==> config.mk <==
export PLATFORM = sky130hd
export DESIGN_NAME = tdma_slot_sequencer
export DESIGN_NICKNAME = d
export VERILOG_FILES = /design/src/rtl/tdma_seq_pkg.sv /design/src/rtl/tdma_seq_regs.sv /design/src/rtl/tdma_slot_sequencer.sv
export SDC_FILE = /design/constraint.sdc
export NUM_CORES = 1
export LEC_CHECK = 0
export CORE_ASPECT_RATIO = 1.2
export CORE_MARGIN = 5
export CORE_UTILIZATION = 55
export CTS_CLUSTER_SIZE = 8
export DETAILED_ROUTE_END_ITERATION = 10
export MAX_ROUTING_LAYER = met4
export PLACE_DENSITY = 0.77
export SKIP_LAST_GASP = 1
export SLEW_MARGIN = 20
export SYNTH_ARGS = -nofsm -noshare
export SYNTH_HDL_FRONTEND = slang
export SYNTH_SLANG_ARGS = --single-unit
==> constraint.sdc <==
create_clock -name ACLK -period 9.83 [get_ports ACLK]
set_clock_uncertainty 0.15 [all_clocks]
set_input_delay 0.983 -clock ACLK [delete_from_list [all_inputs] [get_ports ACLK]]
set_output_delay 0.983 -clock ACLK [all_outputs]
set_load 0.01 [all_outputs]
==> src/rtl/tdma_seq_pkg.sv <==
// Shared definitions for the TDMA slot sequencer: register map offsets,
// FSM state encoding and CTRL bit positions.
package tdma_seq_pkg;

  localparam logic [31:0] OFF_CTRL       = 32'h00;
  localparam logic [31:0] OFF_IRQ_EN     = 32'h04;
  localparam logic [31:0] OFF_IRQ_PEND   = 32'h08;
  localparam logic [31:0] OFF_IRQ_ACK    = 32'h0C;
  localparam logic [31:0] OFF_STATUS     = 32'h10;
  localparam logic [31:0] OFF_RESYNC_CNT = 32'h14;
  localparam logic [31:0] OFF_SLOT_LEN   = 32'h40;

  typedef enum logic [1:0] {
    ST_IDLE      = 2'd0,
    ST_WAIT_SYNC = 2'd1,
    ST_RUN       = 2'd2
  } state_e;

  localparam int CTRL_RUN     = 0;
  localparam int CTRL_SYNC_EN = 1;
  localparam int CTRL_GIE     = 2;

endpackage

==> src/rtl/tdma_seq_regs.sv <==
// Register file for the TDMA slot sequencer: CTRL, IRQ enable/pending/ack,
// per-slot lengths and the registered read port.
module tdma_seq_regs
  import tdma_seq_pkg::*;
#(
  parameter int NUM_SLOTS  = 8,
  parameter int LEN_WIDTH  = 24,
  parameter int ADDR_WIDTH = 8
) (
  input  logic                         clk_i,
  input  logic                         rst_i,
  input  logic                         wr_en_i,
  input  logic                         rd_en_i,
  input  logic [ADDR_WIDTH-1:0]        addr_i,
  input  logic [31:0]                  wdata_i,
  output logic [31:0]                  rdata_o,
  output logic                         rvalid_o,
  input  logic [$clog2(NUM_SLOTS)-1:0] len_sel_i,
  output logic [LEN_WIDTH-1:0]         len_o,
  input  logic                         entry_i,
  input  logic [$clog2(NUM_SLOTS)-1:0] entry_idx_i,
  input  state_e                       state_i,
  input  logic [$clog2(NUM_SLOTS)-1:0] idx_i,
  input  logic [15:0]                  frame_cnt_i,
  input  logic [15:0]                  resync_cnt_i,
  output logic                         run_o,
  output logic                         sync_en_o,
  output logic                         irq_o
);

  localparam int IW = $clog2(NUM_SLOTS);

  logic [2:0]            ctrl_q;
  logic [NUM_SLOTS-1:0]  irq_en_q, pend_q, pend_d, ack_s, set_s;
  logic [LEN_WIDTH-1:0]  slot_len_q [NUM_SLOTS];
  logic [31:0]           rdata_q, rdata_d;
  logic                  rvalid_q, irq_q;
  logic [ADDR_WIDTH-1:0] slot_off_s;
  logic [IW-1:0]         slot_sel_s;
  logic                  slot_hit_s;
  logic                  unused_s;

  assign slot_off_s = addr_i - OFF_SLOT_LEN[ADDR_WIDTH-1:0];
  assign slot_sel_s = slot_off_s[IW+1:2];
  assign slot_hit_s = (addr_i >= OFF_SLOT_LEN[ADDR_WIDTH-1:0]) && (slot_off_s[1:0] == 2'b00) &&
                      (32'(slot_off_s) < 32'(4 * NUM_SLOTS));
  assign unused_s   = ^wdata_i;

  // A slot-entry set and a W1C acknowledge on the same bit resolve in favour of the set.
  always_comb begin
    ack_s = {NUM_SLOTS{1'b0}};
    set_s = {NUM_SLOTS{1'b0}};
    if (wr_en_i && (addr_i == OFF_IRQ_ACK[ADDR_WIDTH-1:0])) begin
      ack_s = wdata_i[NUM_SLOTS-1:0];
    end else begin
      ack_s = {NUM_SLOTS{1'b0}};
    end
    if (entry_i && irq_en_q[entry_idx_i]) begin
      set_s = NUM_SLOTS'(1'b1) << entry_idx_i;
    end else begin
      set_s = {NUM_SLOTS{1'b0}};
    end
    pend_d = (pend_q & ~ack_s) | set_s;
  end

  always_comb begin
    rdata_d = 32'h0;
    if (addr_i == OFF_CTRL[ADDR_WIDTH-1:0]) begin
      rdata_d = {29'h0, ctrl_q};
    end else if (addr_i == OFF_IRQ_EN[ADDR_WIDTH-1:0]) begin
      rdata_d = 32'(irq_en_q);
    end else if (addr_i == OFF_IRQ_PEND[ADDR_WIDTH-1:0]) begin
      rdata_d = 32'(pend_q);
    end else if (addr_i == OFF_STATUS[ADDR_WIDTH-1:0]) begin
      rdata_d = {frame_cnt_i, 8'h00, state_i, 1'b0, 5'(idx_i)};
    end else if (addr_i == OFF_RESYNC_CNT[ADDR_WIDTH-1:0]) begin
      rdata_d = {16'h0000, resync_cnt_i};
    end else if (slot_hit_s) begin
      rdata_d = 32'(slot_len_q[slot_sel_s]);
    end else begin
      rdata_d = 32'h0;
    end
  end

  always_ff @(posedge clk_i or posedge rst_i) begin
    if (rst_i) begin
      ctrl_q   <= 3'b000;
      irq_en_q <= {NUM_SLOTS{1'b0}};
      pend_q   <= {NUM_SLOTS{1'b0}};
      irq_q    <= 1'b0;
      rdata_q  <= 32'h0;
      rvalid_q <= 1'b0;
      for (int i = 0; i < NUM_SLOTS; i++) begin
        slot_len_q[i] <= {LEN_WIDTH{1'b0}};
      end
    end else begin
      if (wr_en_i) begin
        if (addr_i == OFF_CTRL[ADDR_WIDTH-1:0]) begin
          ctrl_q <= wdata_i[2:0];
        end else if (addr_i == OFF_IRQ_EN[ADDR_WIDTH-1:0]) begin
          irq_en_q <= wdata_i[NUM_SLOTS-1:0];
        end else if (slot_hit_s) begin
          slot_len_q[slot_sel_s] <= wdata_i[LEN_WIDTH-1:0];
        end
      end
      pend_q   <= pend_d;
      irq_q    <= ctrl_q[CTRL_GIE] & (|pend_q);
      rvalid_q <= rd_en_i;
      rdata_q  <= rd_en_i ? rdata_d : 32'h0;
    end
  end

  assign len_o     = slot_len_q[len_sel_i];
  assign run_o     = ctrl_q[CTRL_RUN];
  assign sync_en_o = ctrl_q[CTRL_SYNC_EN];
  assign irq_o     = irq_q;
  assign rdata_o   = rdata_q;
  assign rvalid_o  = rvalid_q;

endmodule

==> src/rtl/tdma_slot_sequencer.sv <==
// Multi-slot TDMA frame generator: slot FSM, per-slot down-counter, sync lock
// and registered slot/frame outputs around the tdma_seq_regs register file.
module tdma_slot_sequencer
  import tdma_seq_pkg::*;
#(
  parameter int NUM_SLOTS  = 8,
  parameter int LEN_WIDTH  = 24,
  parameter int ADDR_WIDTH = 8
) (
  input  logic                         ACLK,
  input  logic                         ARESET,
  input  logic                         cfg_wr_en,
  input  logic                         cfg_rd_en,
  input  logic [ADDR_WIDTH-1:0]        cfg_addr,
  input  logic [31:0]                  cfg_wdata,
  output logic [31:0]                  cfg_rdata,
  output logic                         cfg_rvalid,
  input  logic                         sync_in,
  output logic [NUM_SLOTS-1:0]         slot_active,
  output logic [$clog2(NUM_SLOTS)-1:0] slot_index,
  output logic                         frame_start,
  output logic                         irq
);

  localparam int IW = $clog2(NUM_SLOTS);
  localparam logic [LEN_WIDTH-1:0] LEN_ZERO = {LEN_WIDTH{1'b0}};
  localparam logic [LEN_WIDTH-1:0] LEN_ONE  = LEN_WIDTH'(1'b1);

  state_e               state_q;
  logic [IW-1:0]        idx_q, nxt_idx_s;
  logic [LEN_WIDTH-1:0] cnt_q, len_s, len_m1_s;
  logic [NUM_SLOTS-1:0] active_q;
  logic                 frame_start_q, entry_q, sync_q, sync_prev_q;
  logic [15:0]          frame_cnt_q, resync_cnt_q;
  logic                 run_s, sync_en_s, sync_edge_s, last_s, wrap_s, enter_s, resync_s;

  tdma_seq_regs #(
    .NUM_SLOTS (NUM_SLOTS),
    .LEN_WIDTH (LEN_WIDTH),
    .ADDR_WIDTH(ADDR_WIDTH)
  ) u_regs (
    .clk_i       (ACLK),
    .rst_i       (ARESET),
    .wr_en_i     (cfg_wr_en),
    .rd_en_i     (cfg_rd_en),
    .addr_i      (cfg_addr),
    .wdata_i     (cfg_wdata),
    .rdata_o     (cfg_rdata),
    .rvalid_o    (cfg_rvalid),
    .len_sel_i   (nxt_idx_s),
    .len_o       (len_s),
    .entry_i     (entry_q),
    .entry_idx_i (idx_q),
    .state_i     (state_q),
    .idx_i       (idx_q),
    .frame_cnt_i (frame_cnt_q),
    .resync_cnt_i(resync_cnt_q),
    .run_o       (run_s),
    .sync_en_o   (sync_en_s),
    .irq_o       (irq)
  );

  // sync_in is registered before edge detection, so slot 0 follows the sampling edge by one cycle.
  assign sync_edge_s = sync_q & ~sync_prev_q;
  assign last_s      = (cnt_q == LEN_ZERO);
  assign wrap_s      = (state_q == ST_RUN) && last_s && (idx_q == IW'(NUM_SLOTS - 1));
  assign len_m1_s    = (len_s == LEN_ZERO) ? LEN_ZERO : (len_s - LEN_ONE);

  always_comb begin
    enter_s   = 1'b0;
    resync_s  = 1'b0;
    nxt_idx_s = {IW{1'b0}};
    if (run_s) begin
      case (state_q)
        ST_IDLE:      enter_s = ~sync_en_s;
        ST_WAIT_SYNC: enter_s = sync_edge_s;
        ST_RUN: begin
          if (sync_en_s && sync_edge_s) begin
            enter_s  = 1'b1;
            resync_s = ~wrap_s;
          end else if (last_s) begin
            enter_s   = 1'b1;
            nxt_idx_s = wrap_s ? {IW{1'b0}} : (idx_q + IW'(1'b1));
          end else begin
            enter_s = 1'b0;
          end
        end
        default: enter_s = 1'b0;
      endcase
    end else begin
      enter_s = 1'b0;
    end
  end

  always_ff @(posedge ACLK or posedge ARESET) begin
    if (ARESET) begin
      state_q       <= ST_IDLE;
      idx_q         <= {IW{1'b0}};
      cnt_q         <= LEN_ZERO;
      active_q      <= {NUM_SLOTS{1'b0}};
      frame_start_q <= 1'b0;
      entry_q       <= 1'b0;
      sync_q        <= 1'b0;
      sync_prev_q   <= 1'b0;
      frame_cnt_q   <= 16'h0000;
      resync_cnt_q  <= 16'h0000;
    end else begin
      sync_q        <= sync_in;
      sync_prev_q   <= sync_q;
      entry_q       <= enter_s;
      frame_start_q <= enter_s && (nxt_idx_s == {IW{1'b0}});
      if (enter_s) begin
        state_q  <= ST_RUN;
        idx_q    <= nxt_idx_s;
        cnt_q    <= len_m1_s;
        active_q <= NUM_SLOTS'(1'b1) << nxt_idx_s;
      end else if (!run_s) begin
        state_q  <= ST_IDLE;
        idx_q    <= {IW{1'b0}};
        cnt_q    <= LEN_ZERO;
        active_q <= {NUM_SLOTS{1'b0}};
      end else if (state_q == ST_IDLE) begin
        state_q <= ST_WAIT_SYNC;
      end else if (state_q == ST_RUN) begin
        cnt_q <= cnt_q - LEN_ONE;
      end
      if (run_s && wrap_s) begin
        frame_cnt_q <= frame_cnt_q + 16'd1;
      end
      if (resync_s && (resync_cnt_q != 16'hFFFF)) begin
        resync_cnt_q <= resync_cnt_q + 16'd1;
      end
    end
  end

  assign slot_active = active_q;
  assign slot_index  = idx_q;
  assign frame_start = frame_start_q;

endmodule
Yosys cells after proc, flatten, opt, wreduce, memory -nomap -nowiden
Cells that the tools add are included.
{"block": "totals", "reg_bits": 318, "latchBits": 0, "ramBits": 0, "romBits": 0, "inputBits": 45, "out_inout_bits": 46, "word_cells": 129, "n_memories": 0}
{"block": "classes", "n_addsub": 6, "mul": 0, "div_mod_pow": 0, "magnitude_cmp": 6, "eq_ne": 13, "shift": 2, "mux": 44, "bitwise": 12, "n_reduce_logical": 22}
{"operator": "2-to-1 mux 24 bit", "n": 11}
{"operator": "bitwise mux 192 bit", "n": 1}
{"operator": "2-to-1 mux 32 bit", "n": 6}
{"operator": "binary-select mux 24 bit (select 3 bit)", "n": 2}
{"operator": "demux 24 bit (select 3 bit)", "n": 1}
{"operator": "zero test 24 bit", "n": 2}
{"operator": "subtractor 24 x 1 -> 24 bit (second input constant)", "n": 2}
{"operator": "adder 16 x 1 -> 16 bit (second input constant)", "n": 2}
{"operator": "2-to-1 mux 8 bit", "n": 4}
{"operator": "2-to-1 mux 3 bit", "n": 7}
{"operator": "== test 8 x 4 -> 1 bit (second input constant)", "n": 2}
{"operator": "== test 8 x 5 -> 1 bit (second input constant)", "n": 2}
{"operator": "inequality test 16 bit (second input constant)", "n": 1}
{"operator": "left shift 1 x 3 -> 8 bit (first input constant)", "n": 2}
{"operator": "logical AND 1 bit", "n": 11}
{"operator": "inequality test 3 bit (second input constant)", "n": 3}
{"operator": "bitwise AND 8 bit", "n": 1}
{"operator": "== test 8 x 3 -> 1 bit (second input constant)", "n": 1}
{"operator": ">= comparator 4 bit (second input constant)", "n": 2}
{"operator": ">= comparator 8 x 7 -> 1 bit (second input constant)", "n": 1}
{"operator": "zero test 8 bit", "n": 1}
{"operator": "less-than comparator 8 x 6 -> 1 bit (second input constant)", "n": 1}
{"operator": "inverter 3 -> 4 bit", "n": 2}
{"operator": "inverter 8 bit", "n": 1}
{"operator": "21 further kinds", "n": 36}

Logic depth before layout (Yosys ltp)
{"block": "logic_depth", "depth_word": 15, "ltp_mapped": 21, "ltp_nobuf": 15}

Hierarchy
Synthesis repeated with hierarchy kept, for this count alone.
{"block": "unflattened", "cells_unflattened": 1296, "area_unflattened_um2": 16615.9}
{"module": "tdma_seq_regs", "instances": 1, "cells_each": 839, "area_each_um2": 12419.4, "seq_area_each_um2": 6130.9}
{"module": "tdma_slot_sequencer", "instances": 1, "cells_each": 457, "area_each_um2": 4196.5, "seq_area_each_um2": 1826.8}

Worst setup path after synthesis
OpenSTA, ideal clock, no wires.
{"block": "synth_path", "kind": "register to register", "startpoint": "register idx_q[0], in the netlist slot_index[0]", "endpoint": "register cnt_q[22]", "setup_time_ns": 0.120, "t_arrival_ns": 5.197, "setup_slack_ns": 4.362, "stages_incl_launch_ff": 20, "path_buffers": 7, "period_less_slack_ns": 5.468, "path_cell_list": "dfrtp_1 -> clkbuf_1 -> buf_1 -> clkbuf_1 -> inv_1 -> ha_1 -> clkbuf_1 -> clkbuf_1 -> clkbuf_1 -> buf_2 -> mux2i_1 -> o21ai_0 -> a21oi_1 -> a2bb2oi_1 -> o21ai_0 -> nor3_2 -> nand3_1 -> or4_1 -> mux2i_1 -> o211a_1"}
{"block": "synth_via", "elab_chain_cells": 14, "elab_cells_between_ends": 16, "classes_between": "add/sub: 2; eq/ne: 1; mux: 10; bitwise: 1; reduce/logical: 2"}
{"element": "start, declared", "line_no": "tdma_slot_sequencer.sv:30", "source": "logic [IW-1:0] idx_q, nxt_idx_s;"}
{"element": "start signal, assigned", "line_no": "tdma_slot_sequencer.sv:98", "source": "idx_q <= {IW{1'b0}};"}
{"element": "start signal, assigned", "line_no": "tdma_slot_sequencer.sv:114", "source": "idx_q <= nxt_idx_s;"}
{"element": "start signal, assigned", "line_no": "tdma_slot_sequencer.sv:119", "source": "idx_q <= {IW{1'b0}};"}
{"element": "parallel branches: the longest is 2 deep, another holds adder 3 x 1 -> 3 bit"}
{"element": "2-to-1 mux 3 bit (*)", "line_no": "tdma_slot_sequencer.sv:83", "source": "nxt_idx_s = wrap_s ? {IW{1'b0}} : (idx_q + IW'(1'b1));"}
{"element": "2-to-1 mux 3 bit (*)", "line_no": "tdma_slot_sequencer.sv:81", "source": "end else if (last_s) begin"}
{"element": "2-to-1 mux 3 bit (*)", "line_no": "tdma_slot_sequencer.sv:78", "source": "if (sync_en_s && sync_edge_s) begin"}
{"element": "2-to-1 mux 3 bit (*)", "line_no": "tdma_slot_sequencer.sv:74", "source": "case (state_q)"}
{"element": "2-to-1 mux 3 bit (*)", "line_no": "tdma_slot_sequencer.sv:73", "source": "if (run_s) begin"}
{"element": "inverter 3 -> 4 bit (not written as such) (*)", "line_no": "tdma_seq_regs.sv:113", "source": "assign len_o = slot_len_q[len_sel_i];"}
{"element": "binary-select mux 24 bit (select 3 bit) (*)", "line_no": "tdma_seq_regs.sv:113"}
{"element": "2-to-1 mux 24 bit (not written as such) (*) (2 in series)", "line_no": "tdma_seq_regs.sv:113"}
{"element": "subtractor 24 x 1 -> 24 bit or zero test 24 bit (tied branches)", "line_no": "tdma_slot_sequencer.sv:67", "source": "assign len_m1_s = (len_s == LEN_ZERO) ? LEN_ZERO : (len_s - LEN_ONE);"}
{"element": "2-to-1 mux 24 bit (*)", "line_no": "tdma_slot_sequencer.sv:67"}
{"element": "2-to-1 mux 24 bit (*)", "line_no": "tdma_slot_sequencer.sv:112", "source": "if (enter_s) begin"}
{"element": "end signal, assigned", "line_no": "tdma_slot_sequencer.sv:115", "source": "cnt_q <= len_m1_s;"}
{"element": "end signal, assigned", "line_no": "tdma_slot_sequencer.sv:125", "source": "cnt_q <= cnt_q - LEN_ONE;"}
{"element": "end, declared", "line_no": "tdma_slot_sequencer.sv:31", "source": "logic [LEN_WIDTH-1:0] cnt_q, len_s, len_m1_s;"}
Every way passes the cells marked *. The select of a mux whose other input is x is not followed.
A chain may end at the register's enable or synchronous reset.

Worst setup path after layout
{"block": "layout_path", "startpoint": "register idx_q[0], in the netlist slot_index[0]", "endpoint": "register cnt_q[8]"}
The elaborated chain is that of the path after synthesis.

==> metrics.md <==
| Metric | Value |
|---|---|
| CTS Buf Count | 45 |
| DRT antenna net count | 0 |
| Design area | 19190 sq um |
| Routed len/inst | 25.93 um |
| Hold Path Origin | frame_cnt_q[15]$_DFFE_PP0P_ |
| Status | finished, final reports clean |
| FFs w/ async S/R, synth | 1.000 |
| Ports | 91 |
| Worst slack at placement | 3.830 ns |
| Port bufs | 82 |
| Clock sinks | 318 |
| Synthesized area per cell | 11.66 sq um |
| Clk buf depth | 3 |
| Setup Fix Bufs, Post-CTS | 0 |
| Clk_lat worst skew | 0.55 ns |
| FP Rows | 70 |
| Drt first pass iters | 7 |
| Post-DP HPWL | 32310 um |
| Die area | 34100 sq um |
| Layout area overhead | 14.44% |
| Worst setup margin | 3.637 ns |
| Initial core utilization | 0.5535 |
| DRC | 0 |
| Tightest Pin Transition | 1.221 ns |
| Core ar. | 30300 sq um |
| Power Density | 166.1 nW/um^2 |
| Final Hold Vio Count | 0 |
| Synth unique cells | 83 |
| R2R depth | 14 |
| Worst Setup Start Kind | flip-flop |
| Post-synth top area share | 0.4744 |
| Die Y-Extent | 201.3 um |
| Ys flop type | dfrtp_1 |
| Core Util, Final | 0.6334 |
| Mapped Nets | 1496 |
| RSZ-0062 raised after global routing | no |
| Setup CP Type | reg -> reg |
| FF-to-FF Start | slot_index[0]$_DFFE_PP0N_ |
| R2r setup slk | 3.64 ns |
| RD Place Congestion | 0.9867 |
| Max-slew headroom | 0.1821 |
| Critical path data required time | 10.10 ns |
| Hold Path Class | reg -> reg |
| Fin. max-slew vios | 0 |
| Post-Synthesis Cells | 1439 |
| R2R Path End | cnt_q[8]$_DFFE_PP0P_ |
| WP data arrival | 6.46 ns |
| Routed WL | 49550 um |
| Crit share post-route | 0.6300 |
| Placed cell count | 1862 |
| Largest net degree at the start of global routing | 188 |
| CP startpoint | slot_index[0]$_DFFE_PP0N_ |
| Static leakage | 8.667 nW |
| Max_cap viols | 0 |
| Yosys top cell by area | dfrtp_1 |
| Final setup fails | 0 |
| DR vias | 13048 |
| Largest cells by area after synthesis | dfrtp_1 47%, mux2_2 15%, mux4_2 6.7% |
| Post-synthesis sequential area ratio | 0.4744 |
| Number of vias per cell | 6.828 |
| H-tree depth | 2 |
| WHS | 0.3079 ns |
| Nets | 1570 |
| Grt ovf | 0 |
| Finished Layout Cells | 1911 |
| Layout cells sized above 1 | 0.2488 |
| Die width | 169.4 um |
| Iteration-0 DRC Markers | 1555 |
| Critical Path End | cnt_q[8]$_DFFE_PP0P_ |
| Post-synth EDFFs | 0 |
| Syn. warnings | 0 |
| Crit. End Element | flip-flop |
| Post-DP Area | 18000 sq um |
| Root Driver | clkbuf_16 |
| Setup TNS | 0 ns |
| F_max | 0.1615 GHz |
| Worst vdd ir | 0.1115 mV |
| Antenna violations before repair | 0 |
| Cts repair resizes | 0 |
| Total GRT Usage | 0.2978 |
| Period minus WS final | 6.193 ns |
| Worst Path Max Fanout | 37 |
| First-pass GRT wire length | 77140 um |
| Register bit total from synthesis | 318 |
| Diodes inserted | 0 |
| Cell Area, Synth | 16770 sq um |
| Power Total | 3.187 mW |
| TritonCTS clock tree | done |
| Reg clk slew, reported paths | 0.05 ns |
| Hold Buf Count CTS | 0 |
| Vias in the first global route | 13293 |
## registers in the layout, summed over array words and instances (netlist names), 2 cells and up
| name | count |
|---|---|
| u_regs.ctrl_q | 3 |
| cnt_q | 24 |
| slot_index | 3 |
| u_regs.slot_len_q | 192 |
| u_regs.irq_en_q | 8 |
| slot_active | 8 |
| resync_cnt_q | 16 |
| frame_cnt_q | 16 |
| state_q | 2 |
| u_regs.rdata_o | 32 |
| u_regs.pend_q | 8 |
## kinds of logic (layout without fill, tap and decap cells)
logic type	after synthesis	count (layout)	synth area share
AO/OA/AOI/OAI	246	246	0.1048
XOR/XNOR	54	54	0.02820
adder cells (fa/ha/maj)	12	12	0.008952
buffers and inverters	116	192	0.02768
flip-flops	318	318	0.4744
multiplexers	307	307	0.2366
AND/OR/NAND/NOR	386	386	0.1193
## layout by cell type (no fill, tap or decap), types with 26 or more instances in the layout
cell / instances
nand2_1: 77
mux2i_1: 41
buf_4: 33
o22ai_1: 39
dfrtp_1: 318
o21ai_0: 30
mux2_2: 216
xnor2_1: 40
nor2_1: 109
nand3_1: 43
mux4_2: 50
a21oi_1: 39
inv_1: 26
clkbuf_16: 47
clkdlybuf4s50_1: 79
## worst min-delay path by stage
stage / slack, ns / endpoint / depth (start not counted)
global route: 0.33 / sync_prev_q$_DFF_PP0_ / 0
detailed placement: 0.29 / sync_prev_q$_DFF_PP0_ / 0
finish: 0.31 / frame_cnt_q[15]$_DFFE_PP0P_ / 1
CTS: 0.31 / sync_prev_q$_DFF_PP0_ / 0
floorplan: 0.24 / sync_prev_q$_DFF_PP0_ / 0
global placement: 0.30 / frame_cnt_q[15]$_DFFE_PP0P_ / 1
## Yosys cell counts (all sizes together), types with 4 or more instances
master   instances
nand2           77
nor3            23
a22o            10
or4             10
a222oi           7
nand4           10
o21a            10
a2111oi          9
a21boi           5
a21oi           39
and2            18
nor4            18
mux2           216
and3            14
mux4            50
a2bb2oi         15
dfrtp          318
xnor2           40
o21ai           33
or3             11
inv             27
nor3b            5
or2              6
buf             28
o221ai          17
clkbuf          60
and4             4
nand2b           9
nor2b           12
nor2           110
a22oi            7
a221oi           5
o22a             7
nand3           44
mux2i           41
ha              12
a31oi           15
o22ai           39
xor2            14
## power by group
part / internal (mW) / switching [mW] / total (mW)
Sequential: 1.36 / 0.0405 / 1.40
Combinational: 0.168 / 0.251 / 0.419
Clock: 0.838 / 0.531 / 1.37
## worst max-delay path: stages, from the launching register on
cell	delay (ns)
dfrtp_1	0.34
buf_4	0.47
inv_1	0.27
ha_1	0.35
buf_4	0.31
nor4b_1	0.77
nand2_1	0.46
nor3_2	0.75
nand2b_1	0.11
a21boi_1	0.41
nand4_1	0.28
or3_4	0.47
o21ai_4	0.54
o22ai_1	0.20
o21a_1	0.13
## layer usage
layer | share of wire | vias to the layer above | global-route usage
met5 | 0 | - | -
met3 | 0.098 | 202 | 0.06131
met4 | 0.046 | 0 | 0.1240
met2 | 0.48 | 818 | 0.4610
li1 | - | 5505 | -
met1 | 0.38 | 6523 | 0.3846
## final cells by class
class	count	area [sq um]
fill	2375	11110
multi-input combinational	1005	8366
sequential	318	7958
clock buffer	48	1190
timing repair buffer	115	1069
tap	396	495.5
inverter	28	108.9
clock inverter	1	8.758
Power figures use the tool's default switching activity.
==> patch (same settings) <==
`ADDR_WIDTH` is set to 8 in 2 places; all go to 9.
--- a/src/rtl/tdma_seq_regs.sv
+++ b/src/rtl/tdma_seq_regs.sv
@@ -5,7 +5,7 @@
 #(
   parameter int NUM_SLOTS  = 8,
   parameter int LEN_WIDTH  = 24,
-  parameter int ADDR_WIDTH = 8
+  parameter int ADDR_WIDTH = 9
 ) (
   input  logic                         clk_i,
   input  logic                         rst_i,
--- a/src/rtl/tdma_slot_sequencer.sv
+++ b/src/rtl/tdma_slot_sequencer.sv
@@ -5,7 +5,7 @@
 #(
   parameter int NUM_SLOTS  = 8,
   parameter int LEN_WIDTH  = 24,
-  parameter int ADDR_WIDTH = 8
+  parameter int ADDR_WIDTH = 9
 ) (
   input  logic                         ACLK,
   input  logic                         ARESET,
Interface: changed (resized cfg_addr); port bits go from 91 to 92. The function was not compared with the original's and may differ.
==> patch against the original RTL <==
- hold slack better by 0.76 ps
- routed wire length down 2.4%
- total power down 4.6%
- sequential cell count unchanged
- maximum frequency up 9.7%
- global-route usage down 0.94 points
- count of clock-buffer cells in the layout up 1
- synthesized area up 2.1%
- critical path depth down 1
- final area up 1.5%
- combinational power down 29%
- setup slack better by 550 ps
- largest power group unchanged
- highest routed layer unchanged
==> patch: results (changes against the original RTL) <==
synth_common_cells: "dfrtp_1 (318), mux2_2 (200), nand2_1 (102)"  # was dfrtp_1 (318), mux2_2 (216), nor2_1 (109)
crit_fanout: 47  # was 37
dr.pass1.iters: 6  # was 7
first_iter_violations: 1314  # was 1,555
grt_max_degree: 169  # was 188
rrSetupSlack_ps: 4190  # was 3640 ps
hpwl_um: 31600  # was 32,300 um
status: "completed"  # unchanged
cp.arrival_ps: 5930  # was 6460 ps
worst-r2r-cell-count: 13  # was 14
synth.distinct_cells: 75  # was 83
avgViaCountPerCell: 6.65  # was 6.83
grt_pass1_wl_um: 76100  # was 77,100 um
dp.cells: 1898  # was 1,862
synth_cells: 1496  # was 1,439
htreeDepth: 2  # unchanged
leakagePower_nw: 8.95  # was 8.67 nW
nNetsFinal: 1609  # was 1,570
synth_seq_area_share_pct: 46.5  # was 47.4%
n_fill_cell: 2396  # was 2,375
ir_drop_uv: 126  # was 112 uV
grt_pass1_vias: 13300  # about the same
cp_top_family: "compound AO/OA/AOI/OAI gates"  # was simple AND/OR/NAND/NOR gates
antenna_found_initial: 1  # was 0
layout-drive-gt1-share_pct: 24.7  # was 24.9%
slowest_stage: "o31ai_4"  # was nor4b_1
synthTopCellsByArea: "dfrtp_1 (46%), mux2_2 (13%), mux4_2 (8.3%)"  # was dfrtp_1 (47%), mux2_2 (15%), mux4_2 (6.7%)
grtUsageTotal_pct: 28.8  # was 29.8%
routabilityCongestion: 0.971  # was 0.987
worst_slew_pin_slew_ps: 1130  # was 1220 ps
placed_area_um2: 18300  # was 18,000 um^2
wl_per_cell_um: 24.8  # was 25.9 um
[patch: worst max-delay path by stage]
stage | from | end | slack (ps) | cells after the start
detailed placement | slot_index[0] | cnt_q[3] | 4290 | 13
global route | slot_index[0] | cnt_q[3] | 3980 | 13
finish | slot_index[0] | cnt_q[3] | 4190 | 13
CTS | slot_index[0] | cnt_q[3] | 4280 | 13
floorplan | ARESET | cnt_q[0] | 4460 | 1
global placement | slot_index[0] | cnt_q[3] | 4350 | 13
[patch: final cells by class]
cell class              count  area [um^2]  area share (%)
clock buffers              49         1180            6.08
repair buffers            111         1040            5.36
multi-input cells        1048         8690            44.6
clock inverters             1         8.76          0.0450
well taps                 396          495            2.54
inverters                  25         97.6           0.501
diodes                      1         2.50          0.0128
flip-flops and latches    318         7960            40.8
[patch: per-stage QoR]
stage / worst slack, ps / power, mW / hold WS [ps] / utilization (%)
6_report: 4190 / 3.04 / 309 / 63.6
4_1_cts: 4280 / 3.06 / 310 / 63.5
2_1_floorplan: 4460 / 1.59 / 230 / -
3_5_place_dp: 4290 / 1.68 / 294 / 59.6
5_1_grt: 3980 / 3.14 / 327 / 63.6
3_3_place_gp: 4350 / 1.67 / 296 / 59.6
[patch: per-layer routing]
| metal | up-vias | global-route usage (%) | part of all wire [%] |
|---|---|---|---|
| met5 | - | - | 0 |
| met4 | 0 | 13.5 | 5.1 |
| li1 | 5630 | - | - |
| met3 | 160 | 4.83 | 7.3 |
| met1 | 6569 | 36.0 | 38 |
| met2 | 600 | 46.1 | 49 |
[patch: power groups by stage]
stage	Combinational [mW]	Sequential, mW	Clock [mW]
after CTS	0.297	1.37	1.39
final	0.299	1.37	1.37
after global routing	0.323	1.37	1.45
after detailed placement	0.295	1.39	0
after global placement	0.290	1.38	0
after floorplan	0.206	1.38	0
[patch: cells by family (layout without fill, tap and decap cells)]
| kind of cell | Yosys count | count (layout) | synth area share, % |
|---|---|---|---|
| other | 0 | 1 | 0 |
| and+or+nand+nor | 407 | 407 | 12.3 |
| buffers and inverters | 130 | 186 | 3.05 |
| xor gates and xnor gates | 61 | 61 | 3.12 |
| AOI/OAI and AO/OA | 261 | 261 | 10.1 |
| adders and majority gates | 14 | 14 | 1.02 |
| DFF | 318 | 318 | 46.5 |
| muxes | 305 | 305 | 23.9 |
